==> config.mk <==
export PLATFORM = sky130hd
export DESIGN_NAME = register_file
export DESIGN_NICKNAME = d
export VERILOG_FILES = /design/src/rtl/register_file.sv
export SDC_FILE = /design/constraint.sdc
export NUM_CORES = 2
export LEC_CHECK = 0
export BUFFER_PORTS_ARGS = -buffer_cell sky130_fd_sc_hd__buf_2
export CORE_MARGIN = 3
export CORE_UTILIZATION = 60
export DETAILED_ROUTE_END_ITERATION = 8
export GPL_TIMING_DRIVEN = 0
export PLACE_DENSITY_LB_ADDON = 0.08
export SYNTH_ARGS = -nofsm -noshare
export SYNTH_HDL_FRONTEND = slang
export SYNTH_SLANG_ARGS = --single-unit
export TNS_END_PERCENT = 20
==> constraint.sdc <==
create_clock -name Clk -period 5.1 [get_ports Clk]
set_input_delay 0.51 -clock Clk [delete_from_list [all_inputs] [get_ports Clk]]
set_output_delay 0.51 -clock Clk [all_outputs]
set_load 0.01 [all_outputs]
==> src/rtl/register_file.sv <==
// rtl/register_file.sv - 32 x 32-bit MIPS register file, two async read ports, one clocked write port
// Optional write-through forwarding is built when REGFILE_BYPASS_EN is defined.
module register_file #(
  parameter int DATA_WIDTH = 32,
  parameter int ADDR_WIDTH = 5
) (
  input  logic                  Clk,
  input  logic                  Rst_n,
  input  logic [ADDR_WIDTH-1:0] ReadRegister1,
  input  logic [ADDR_WIDTH-1:0] ReadRegister2,
  input  logic [ADDR_WIDTH-1:0] WriteRegister,
  input  logic [DATA_WIDTH-1:0] WriteData,
  input  logic                  RegWrite,
  output logic [DATA_WIDTH-1:0] ReadData1,
  output logic [DATA_WIDTH-1:0] ReadData2
);

  localparam int NUM_REGS = 2 ** ADDR_WIDTH;

  logic [DATA_WIDTH-1:0] regs [NUM_REGS];
  logic                  write_en;

  assign write_en = RegWrite && (WriteRegister != '0);

  always_ff @(posedge Clk) begin
    if (!Rst_n) begin
      for (int i = 0; i < NUM_REGS; i++) begin
        regs[i] <= '0;
      end
    end else if (write_en) begin
      regs[WriteRegister] <= WriteData;
    end
  end

  always_comb begin
    ReadData1 = regs[ReadRegister1];
    ReadData2 = regs[ReadRegister2];
`ifdef REGFILE_BYPASS_EN
    // Forwarding is suppressed during reset so a reset cycle never leaks WriteData.
    if (Rst_n && write_en && (ReadRegister1 == WriteRegister)) begin
      ReadData1 = WriteData;
    end
    if (Rst_n && write_en && (ReadRegister2 == WriteRegister)) begin
      ReadData2 = WriteData;
    end
`endif
    if (ReadRegister1 == '0) begin
      ReadData1 = '0;
    end
    if (ReadRegister2 == '0) begin
      ReadData2 = '0;
    end
  end

endmodule

# --- Word level (Yosys, flattened, before mapping) ---
# Memories as Yosys holds them, arrays and structs flattened.
# Index checks and enable logic that the tools add are counted.
word_totals:
  ff_bits: 0
  mem_bits_rw: 1024
  in_bits: 50
  output_inout_bits: 64
  wordCells: 15
  memories: 1
memory_table:
  columns: ["name", "words", "width", "read_ports", "rd_clocked_by_memory_dff", "wr", "line", "text"]
  rows:
  - ["regs", 32, 32, 2, 0, 32, "20", "logic [DATA_WIDTH-1:0] regs [NUM_REGS];"]
classes:
  mux: 9
  n_reduce_logical: 5
op_table:
  columns: ["cell", "count"]
  rows:
  - ["$mux W32", 3]
  - ["$reduce_or A32 Y1", 1]
  - ["$logic_not A5 Y1", 2]
  - ["$mux W1", 5]
  - ["$mux W5", 1]
  - ["$reduce_bool A5 Y1", 1]
  - ["$logic_and A1 B1 Y1", 1]

# --- Depth between registers and ports, before layout ---
depth:
  ltp_word: 7
  mapped_depth: 9

# --- Least setup slack after synthesis ---
# OpenSTA, ideal clock, no wires.
synth_path:
  kind: "input port to flip-flop"
  from: "in Rst_n"
  to: "mem regs[24][0] (enable)"
  arrival_time_ps: 3580
  path_slack_ps: 1054
  path_stages: 5
  path_buffers: 2
  cell_sequence: "buf_2 > nand2_1 > or3_1 > clkbuf_1 > o21ai_0"
synth_lines:
  columns: ["element", "line", "text"]
  rows:
  - ["start, declared", "8", "input logic Rst_n,"]
  - ["end, declared", "20", null]

# --- Worst setup path after layout ---
layout_path:
  from: "in ReadRegister1[1]"
  to: "out ReadData1[17]"
layout_via:
  elab_chain_len: 2
layout_rtl:
  columns: ["element", "line", "text"]
  rows:
  - ["start, declared", "9", "input logic [ADDR_WIDTH-1:0] ReadRegister1,"]
  - ["$mem_v2 Z32 W32 / $logic_not A5 Y1 (equally long branches)", null, null]
  - ["$mux W32 (*)", "47", "if (ReadRegister1 == '0) begin"]
  - ["end, declared", "14", "output logic [DATA_WIDTH-1:0] ReadData1,"]
# Every way passes the cells marked *; elsewhere a longest branch is shown, timed or not.

==> results.toml <==
[power_and_ir_drop]
p_leak_nw = 21.09
ir_worst_vdd_v = 0.0002916
power.density_nw_per_um2 = 338.2

[detailed_routing]
ant_nets = 0
wirelength_mm = 211.4
avgViaCountPerCell = 7.502
drc_errors = 0
drt_iter0_markers = 6747
dr.pass1.iters = 7
routedWlPerCell_um = 41.76
vias = 37983

[grt]
antenna_found_initial = 9
grt_pass1_wl_mm = 287.8
grt_usage = 0.4508
grt_max_degree = 24
overflow = 0
first_global_vias = 37163

[final_layout]
area_growth_pct = 12.83
final_common_cell = "edfxtp_1"
layout_common_cells = "1,024 x edfxtp_1, 995 x and2_1, 472 x mux4_2"
top_regs = "regs: 1024 flops"
num-fill-cells = 6062
multiInputGateArea_um2 = 22130
regArea_um2 = 30750
nets = 3851
fin_util = 0.6871
regMostFlops = "regs"
final_cells = 5063
layout-drive-gt1-share = 0.2450
largest_reg_flops = 1024

[synth]
synth_area_leader_cell = "edfxtp_1"
ys_warn_count = 0
syn-instance-count = 3507
synth_seq_cells = 1024
synth_seq_area_share = 0.5670
avgSynthCellArea_um2 = 15.46
synth_top_area_share = 0.5670
yosys-top-cells-area = "edfxtp_1 57%, mux4_2 20%, and2_1 11%, mux2i_1 2.8%, clkbuf_1 1.9%"
synth_area_um2 = 54230
synthArstFlopShare = 0
synth-edff-count = 1024
synth_flop_cell = "edfxtp_1"
yosysUniqueCellTypes = 45

[worst_setup_path]
endpoint = "ReadData1[17]"
path_class = "in -> out"
critPathLaunchType = "input port"
critPathLaunch = "ReadRegister1[1]"
end_kind = "primary output"
cp_data_arrival_time_ps = 4910
cp_data_required_time_ps = 4590
path_max_fanout = 10

[sta]
finalWorstSetupSlack_ps = -315.1
clock.fmax_ghz = 0.1847
setup_violations = 9
rsz0062_at_grt = "false"
relSlewSlack = -0.03150
slew_violations = 32
worst_pin_slew_ps = 1547
hold_viol_final = 0
period_share = 1.062
post-route-min-period_ps = 5415

[placement]
dpl.hpwl_mm = 147.8
dp_cells = 4854
gp_congestion = 1.028
port_buffers = 106

[run_status]
status = "finished, violations left"
violations = "capacitance limit, slew limit, setup timing"

[floorplan]
die_y_um = 306.6
die-area_um2 = 94030
core-area_um2 = 89060
die_width_um = 306.6
ios = 114
start_util = 0.6090
rows = 109

[cts]
cts_buffers = 109
clkTransAtPathRegs_ps = 60
cts_hold_buffers = 0
cts_root_buf = "clkbuf_16"
postCtsSetupBuffers = 0
clock_sinks = 1024
cts.htree.levels = 3
clk_path_buf_depth = 3
tritoncts = "done"

[flow_run]
cap_violations = 4

[min_path]
min-delay-path-class = "in -> reg"
==> power breakdown <==
group	internal [mW]	leakage (nW)	switching, mW
sequential	9.73	9.75	0.258
clock	4.49	1.68	3.41
combinational	1.10	9.66	1.71
==> critical path: stages <==
cell	delay, ps
buf_2	190
or3b_2	220
clkbuf_1	1090
buf_1	820
o22ai_1	240
a2111oi_1	1160
nor3_1	390
buf_2	270
==> worst min path at each step <==
stage	slack, ps	start	endpoint	cells after the start
5_1_grt	140	WriteData[24]	regs[5][24]$_SDFFCE_PN0P_	2
4_1_cts	110	WriteData[24]	regs[5][24]$_SDFFCE_PN0P_	2
3_3_place_gp	830	WriteData[26]	regs[5][26]$_SDFFCE_PN0P_	2
6_report	120	WriteData[24]	regs[5][24]$_SDFFCE_PN0P_	2
2_1_floorplan	710	WriteData[31]	regs[1][31]$_SDFFCE_PN0P_	1
3_5_place_dp	840	WriteData[24]	regs[5][24]$_SDFFCE_PN0P_	2
==> final cells by class <==
type	instances	area share
Timing Repair Buffer	152	0.02499
Inverter	3	0.0001840
Buffer	389	0.03035
Sequential cell	1024	0.5025
Clock buffer	129	0.04650
Clock inverter	67	0.009509
Tap cell	1165	0.02382
Multi-Input combinational cell	2122	0.3616
Antenna cell	12	0.0004908
==> synth_stat cells (2+ instances only) <==
cell	number
nor4b_1	2
a21oi_1	12
mux2i_1	150
nor4_1	5
a32o_1	4
a22o_1	51
buf_6	22
nand4b_1	2
nor2_1	37
and3_1	3
inv_1	3
mux4_2	472
a221o_1	2
or3_1	3
nand2_1	9
nand2b_1	5
edfxtp_1	1024
and2_1	995
nand3_1	5
a221oi_1	4
buf_4	45
buf_2	31
nor2b_1	14
buf_1	15
or3b_2	3
mux2_2	30
o22ai_1	103
o21ai_0	35
a211oi_1	7
clkbuf_1	274
a2111oi_0	23
a2111oi_1	32
a22oi_1	16
nand3b_1	5
nor3_1	54
==> metal layers <==
metal,GRT usage,wire length (um),share of wire,vias up
li1,-,-,-,14214
met1,0.5779,69120,0.33,19055
met2,0.6491,90770,0.43,3896
met3,0.1574,33100,0.16,810
met4,0.3169,18400,0.087,8
met5,0,58,0.00027,-
==> cells by family after synthesis <==
family,after synthesis,share of synthesized area
mux,652,0.2299
compound gates,290,0.03918
simple gates,1148,0.1297
buf+inv,392,0.03410
other cells,1,0.00006915
flops,1024,0.5670
==> repair_timing <==
action / 4_1_cts / 5_1_grt
pin swaps: 0 / 0
endpoints found under the setup margin: 5 / 2
resized for setup: 4 / 3
hold endpoints to repair: 0 / 0
==> metrics by stage <==
stage | worst slack [ps] | total power [mW] | instance area (um^2) | TNS (ps) | hold WS, ps
detailed placement | -234.0 | 12.84 | 57690 | -651.8 | 836.4
global route | 2.870 | 20.99 | 61160 | 0 | 137.4
CTS | 7.133 | 20.49 | 61140 | 0 | 108.2
global placement | -2477 | 12.71 | 56340 | -2070240 | 830.9
floorplan | 1054 | 11.58 | 54350 | 0 | 708.2
finish | -315.1 | 20.69 | 61190 | -916.6 | 119.2
No activity file was read; power rests on OpenSTA's default activity.
